$ cat src/rtl/word_arbiter_2_if.sv
// ============================================================================
// Module   : word_arbiter_2_if
// Brief    : Word-stream handshake bundle (valid/data/last/ready).
// Revision : 1.0 - initial release
// ============================================================================
`default_nettype none

interface word_arbiter_2_if #(
  parameter int WIDTH = 32
);
  logic             valid;
  logic [WIDTH-1:0] data;
  logic             last;
  logic             ready;

  modport master (
    output valid,
    output data,
    output last,
    input  ready
  );

  modport slave (
    input  valid,
    input  data,
    input  last,
    output ready
  );
endinterface

`default_nettype wire

$ cat src/rtl/word_arbiter_2.sv
// ============================================================================
// Module   : word_arbiter_2
// Brief    : Two-requester round-robin burst arbiter over a shared word path,
//            with a registered valid/ready output stage.
// Revision : 1.0 - initial release
// ============================================================================
`default_nettype none

module word_arbiter_2 #(
  parameter int WIDTH     = 32,
  parameter int MAX_BEATS = 16
) (
  input  logic            clk,
  input  logic            rst,
  word_arbiter_2_if.slave  i0,
  word_arbiter_2_if.slave  i1,
  word_arbiter_2_if.master c,
  output logic            sel,
  output logic            busy
);

  localparam int                 CNT_W       = $clog2(MAX_BEATS) + 1;
  localparam logic [CNT_W-1:0]   C_LAST_BEAT = CNT_W'(MAX_BEATS - 1);
  localparam logic [0:0]         S_IDLE      = 1'b0;
  localparam logic [0:0]         S_BUSY      = 1'b1;

  logic [0:0]       r_state;
  logic [0:0]       w_state_nxt;
  logic             r_sel;
  logic             r_prio;
  logic [CNT_W-1:0] r_beat_cnt;
  logic             r_c_valid;
  logic [WIDTH-1:0] r_c_data;
  logic             r_c_last;

  logic             w_grant;
  logic             w_winner;
  logic             w_space;
  logic             w_g_valid;
  logic             w_g_ready;
  logic             w_g_last;
  logic [WIDTH-1:0] w_g_data;
  logic             w_fire;
  logic             w_last_out;
  logic             w_i0_ready;
  logic             w_i1_ready;

  // Contention goes to prio; a lone requester wins regardless of prio.
  assign w_winner   = (i0.valid && i1.valid) ? r_prio : i1.valid;
  assign w_grant    = (r_state == S_IDLE) && (i0.valid || i1.valid);
  assign w_space    = !r_c_valid || c.ready;

  assign w_g_valid  = r_sel ? i1.valid : i0.valid;
  assign w_g_last   = r_sel ? i1.last  : i0.last;
  assign w_g_data   = r_sel ? i1.data  : i0.data;
  assign w_g_ready  = r_sel ? w_i1_ready : w_i0_ready;
  assign w_fire     = w_g_valid && w_g_ready;
  assign w_last_out = w_g_last || (r_beat_cnt == C_LAST_BEAT);

  // State register
  always_ff @(posedge clk) begin
    if (rst) begin
      r_state <= S_IDLE;
    end else begin
      r_state <= w_state_nxt;
    end
  end

  // Next-state logic
  always_comb begin
    w_state_nxt = r_state;
    case (r_state)
      S_IDLE: begin
        if (w_grant) begin
          w_state_nxt = S_BUSY;
        end
      end
      S_BUSY: begin
        if (w_fire && w_last_out) begin
          w_state_nxt = S_IDLE;
        end
      end
      default: w_state_nxt = S_IDLE;
    endcase
  end

  // Output logic: only the owner may see ready, and only when the stage has room
  always_comb begin
    w_i0_ready = 1'b0;
    w_i1_ready = 1'b0;
    if (r_state == S_BUSY) begin
      w_i0_ready = !r_sel && w_space;
      w_i1_ready =  r_sel && w_space;
    end
  end

  // Grant bookkeeping and the output register
  always_ff @(posedge clk) begin
    if (rst) begin
      r_sel      <= 1'b0;
      r_prio     <= 1'b0;
      r_beat_cnt <= '0;
      r_c_valid  <= 1'b0;
      r_c_data   <= '0;
      r_c_last   <= 1'b0;
    end else begin
      if (w_grant) begin
        r_sel      <= w_winner;
        r_beat_cnt <= '0;
      end
      if (w_fire) begin
        r_c_valid  <= 1'b1;
        r_c_data   <= w_g_data;
        r_c_last   <= w_last_out;
        r_beat_cnt <= r_beat_cnt + 1'b1;
        if (w_last_out) begin
          r_prio <= ~r_sel;
        end
      end else if (r_c_valid && c.ready) begin
        r_c_valid <= 1'b0;
      end
    end
  end

  assign i0.ready = w_i0_ready;
  assign i1.ready = w_i1_ready;
  assign c.valid  = r_c_valid;
  assign c.data   = r_c_data;
  assign c.last   = r_c_last;
  assign sel      = r_sel;
  assign busy     = (r_state == S_BUSY);

endmodule

`default_nettype wire

$ cat src/flat_wrapper.sv
// flat-port wrapper written by rule: the top's interface ports become plain ports
module word_arbiter_2_flat 
#(
  parameter int WIDTH     = 32,
  parameter int MAX_BEATS = 16
)
  (clk, rst, sel, busy, i0_valid, i0_data, i0_last, i0_ready, i1_valid, i1_data, i1_last, i1_ready, c_valid, c_data, c_last, c_ready);
  word_arbiter_2_if #(.WIDTH(WIDTH)) i0_i ();
  word_arbiter_2_if #(.WIDTH(WIDTH)) i1_i ();
  word_arbiter_2_if #(.WIDTH(WIDTH)) c_i ();
  input  logic clk;
  input  logic rst;
  output logic sel;
  output logic busy;
  input wire logic [$bits(i0_i.valid)-1:0] i0_valid;
  input wire logic [$bits(i0_i.data)-1:0] i0_data;
  input wire logic [$bits(i0_i.last)-1:0] i0_last;
  output wire logic [$bits(i0_i.ready)-1:0] i0_ready;
  input wire logic [$bits(i1_i.valid)-1:0] i1_valid;
  input wire logic [$bits(i1_i.data)-1:0] i1_data;
  input wire logic [$bits(i1_i.last)-1:0] i1_last;
  output wire logic [$bits(i1_i.ready)-1:0] i1_ready;
  output wire logic [$bits(c_i.valid)-1:0] c_valid;
  output wire logic [$bits(c_i.data)-1:0] c_data;
  output wire logic [$bits(c_i.last)-1:0] c_last;
  input wire logic [$bits(c_i.ready)-1:0] c_ready;
  assign i0_i.valid = i0_valid;
  assign i0_i.data = i0_data;
  assign i0_i.last = i0_last;
  assign i0_ready = i0_i.ready;
  assign i1_i.valid = i1_valid;
  assign i1_i.data = i1_data;
  assign i1_i.last = i1_last;
  assign i1_ready = i1_i.ready;
  assign c_valid = c_i.valid;
  assign c_data = c_i.data;
  assign c_last = c_i.last;
  assign c_i.ready = c_ready;
  word_arbiter_2 #(.WIDTH(WIDTH), .MAX_BEATS(MAX_BEATS)) u_core (.clk(clk), .rst(rst), .i0(i0_i), .i1(i1_i), .c(c_i), .sel(sel), .busy(busy));
endmodule
$ cat config.mk
export PLATFORM = sky130hd
export DESIGN_NAME = word_arbiter_2_flat
export DESIGN_NICKNAME = d
export VERILOG_FILES = /design/src/rtl/word_arbiter_2_if.sv /design/src/rtl/word_arbiter_2.sv /design/src/flat_wrapper.sv
export SDC_FILE = /design/constraint.sdc
export NUM_CORES = 1
export LEC_CHECK = 0
export BUFFER_PORTS_ARGS = -buffer_cell sky130_fd_sc_hd__buf_2
export CAP_MARGIN = 0
export CORE_AREA = 2 2 72 74
export CTS_BUF_LIST = sky130_fd_sc_hd__clkbuf_4
export CTS_CLUSTER_SIZE = 30
export DETAILED_ROUTE_END_ITERATION = 16
export DIE_AREA = 0 0 74 76
export PLACE_DENSITY = 0.75
export RECOVER_POWER = 100
export SLEW_MARGIN = 5
export SYNTH_ARGS = -nofsm -noshare
export SYNTH_HDL_FRONTEND = slang
export SYNTH_SLANG_ARGS = --single-unit
$ cat constraint.sdc
create_clock -name clk -period 3.01 [get_ports clk]
set_input_delay 0.1505 -clock clk [delete_from_list [all_inputs] [get_ports clk]]
set_output_delay 0.1505 -clock clk [all_outputs]
set_load 0.01 [all_outputs]
==> qor_table.md <==
| Result | This run |
|:---|:---|
| Aggregate negative setup slack | 0 ns |
| Max stage delay cell, worst path | sky130_fd_sc_hd__clkbuf_2 |
| Post-synth net total | 273 |
| Most common library cell in the layout ignoring fill and taps | sky130_fd_sc_hd__buf_2 |
| Drt drc | 0 |
| Overall routing resource usage | 0.154 |
| Maximum number of pins on one net before global-route repair | 69 |
| Max frequency | 0.469 GHz |
| Part of the Yosys area used for sequential elements | 0.417 |
| Max-slew violation count | 0 |
| Net count reported at finish | 372 |
| Clock network latency to the later pin of the worst-skew pair | 0.35 ns |
| Worst hold-check path type | in2reg |
| Min Clock Period, post-route | 2.13 ns |
| Initial detailed-routing violation count | 70 |
| Fraction of synthesized cell area taken by the top area cell type | 0.417 |
| Filler-free cell count of the finished design | 370 |
| Launching element type of the critical path | register |
| Post-place setup slack | 1.34 ns |
| Post-CTS sizing | 0 |
| ANT cells | 0 |
| CTS tree | built |
| Total Wirelength | 4300 um |
| Number of sinks handled by clock tree synthesis | 42 |
| Drt pass-1 iters | 4 |
| Die area | 5620 um2 |
| Count of maximum capacitance violations | 0 |
| Sort of element at the end of the critical path | output pin |
| Clock input transition at the sequential cells of the worst setup and hold paths | 0.13 ns |
| Y dimension of the die | 76 um |
| Power density over the cells | 464 nW/um2 |
| Vias in the first global route | 1615 |
| Count of final setup violators | 0 |
| Setup repair bufs after CTS | 0 |
| Cell leakage power | 0.000970 uW |
| Share of cells above drive strength 1 | 0.323 |
| H-tree depth | 2 |
| Horizontal extent of the die | 74 um |
| Largest area contributor in the synthesized netlist | sky130_fd_sc_hd__dfxtp_1 |
| Number of placed instances with taps included | 362 |
| Commonest cells after routing, fill and taps aside | sky130_fd_sc_hd__buf_2, sky130_fd_sc_hd__dfxtp_1, sky130_fd_sc_hd__clkbuf_1 |
| Master cell of the clock root buffer | sky130_fd_sc_hd__clkbuf_4 |
| Count of port buffers added during placement | 108 |
| Count of warnings emitted by yosys | 0 |
| Data arrival time of the critical path | 1.98 ns |
| Tightest Pin Transition | 1.24 ns |
| Avg Inst Size Synth | 10.1 um2 |
| Wirelength per Cell | 11.6 um |
| Area of the core region | 4910 um2 |
| Antenna violations before repair | 0 |
| Post-synth cell types | 30 |
| Cells after synthesis | 200 |
| Largest driver fanout on the critical path | 36 |
| Cells along the critical path | clkbuf_2 > inv_1 > nor2_1 > clkbuf_1 |
| Leading cell types by total area after synthesis | sky130_fd_sc_hd__dfxtp_1, sky130_fd_sc_hd__mux2i_1, sky130_fd_sc_hd__a211oi_2, sky130_fd_sc_hd__nor2_1, sky130_fd_sc_hd__a211oi_1 |
| Initial core utilization | 0.411 |
| FP Rows | 26 |
| Number of enable flip-flop cells after synthesis | 0 |
| Data required time of the critical path | 2.86 ns |
| Grt ovf | 0 |
| Peak VDD IR | 0.000192 V |
| Status | finished clean |
| Final-layout worst hold slack | 0.0995 ns |
| Setup slack after layout | 0.878 ns |
| Post-DP HPWL | 3110 um |
| Global-route wire length before repair | 6810 um |
| Final Hold Fails | 0 |
| Number of vias after detailed routing | 1779 |
| Summed instance area of the synthesized netlist | 2020 um2 |
| FF+latch count, synth | 42 |
| Total CTS buffers | 5 |
| Vias per Instance | 4.81 |
| Final weighted congestion in routability-driven placement | 0.744 |
| Setup repair after global routing missed its margin | no |
| Period utilization | 0.708 |
| Worst slew slack as a fraction of its limit | 0.170 |
| I/O pins | 109 |
| Dominant synthesized flop cell | sky130_fd_sc_hd__dfxtp_1 |
| Layout overhead on the synthesized area | 25.2% |
| Worst path max stage delay | 0.82 ns |
| Count of hold-fix buffers inserted at cts | 0 |
| Critical path type | reg2out |
| FFs w/ async S/R, synth | 0 |
| Setup Skew | 0.0124 ns |
| Total power of the final layout | 1170 uW |
| Longest Clk Path Bufs | 2 |
| Remaining antenna violation count | 0 |
## critical path, delay by kind of cell, from the launching register on
family | cells | cell delay, ns
buf+inv | 3 | 1.11
flops | 1 | 0.38
simple gates | 1 | 0.15
## registers in the layout (all words and copies together), names as in the netlist
name / count
u_core.c.data: 32
u_core.r_beat_cnt: 5
u_core.busy: 1
u_core.c.last: 1
u_core.c.valid: 1
u_core.r_prio: 1
u_core.sel: 1
## path summary, 6_finish.rpt
kind,from,end,slack (ns),cells after the start
setup / recovery,u_core.sel,i1_ready,0.88,4
hold / removal,i1_valid,u_core.sel,0.1,3
setup reg to reg,u_core.sel,u_core.r_beat_cnt[2],0.92,4
hold reg to reg,u_core.c.last,u_core.c.last,0.48,2
## layer usage
layer	up-vias	track usage	part of all wire
met3	4	0.0476	0.089
met2	77	0.257	0.44
met1	772	0.176	0.46
met5	-	0	0
met4	0	0.0673	0.013
li1	926	-	-
## stage by stage
step / utilization / cell area, um2
after floorplan: - / 2020
after global placement: 0.519 / 2550
after detailed placement: 0.519 / 2550
after CTS: 0.532 / 2610
after global routing: 0.514 / 2520
final: 0.514 / 2520
## cells in the mapped netlist (2+ instances only)
cell                       count
sky130_fd_sc_hd__buf_2         4
sky130_fd_sc_hd__a211oi_1     12
sky130_fd_sc_hd__mux2i_1      34
sky130_fd_sc_hd__nor2_1       35
sky130_fd_sc_hd__a31oi_1       2
sky130_fd_sc_hd__dfxtp_1      42
sky130_fd_sc_hd__buf_6         5
sky130_fd_sc_hd__clkbuf_1      7
sky130_fd_sc_hd__a211oi_2     20
sky130_fd_sc_hd__inv_1         4
sky130_fd_sc_hd__buf_1         2
sky130_fd_sc_hd__nand3b_1      2
sky130_fd_sc_hd__ha_1          2
sky130_fd_sc_hd__nand3_1       5
sky130_fd_sc_hd__nand2_1       5
sky130_fd_sc_hd__a21oi_1       5
## final cells by class
type / count / area [um2]
tap: 70 / 87.6
clock buffer: 5 / 37.5
timing repair buffer: 110 / 505
sequential: 42 / 841
multi-input combinational: 136 / 1010
fill: 488 / 2390
inverter: 4 / 15.0
clock inverter: 3 / 25.0
## where the power goes
group | internal, uW | total [uW] | switching (uW)
clock | 95.3 | 287 | 192
sequential | 599 | 622 | 23.3
combinational | 118 | 263 | 146
## logic make-up (layout without fill, tap and decap cells)
group | after synthesis | after routing | share of synthesized area
buffers and inverters | 22 | 122 | 0.0620
adder cells (fa/ha/maj) | 2 | 2 | 0.0124
flip-flops | 42 | 42 | 0.417
multiplexers | 36 | 36 | 0.182
AO/OA/AOI/OAI | 44 | 44 | 0.205
AND/OR/NAND/NOR | 54 | 54 | 0.122
Power figures use the tool's default switching activity.
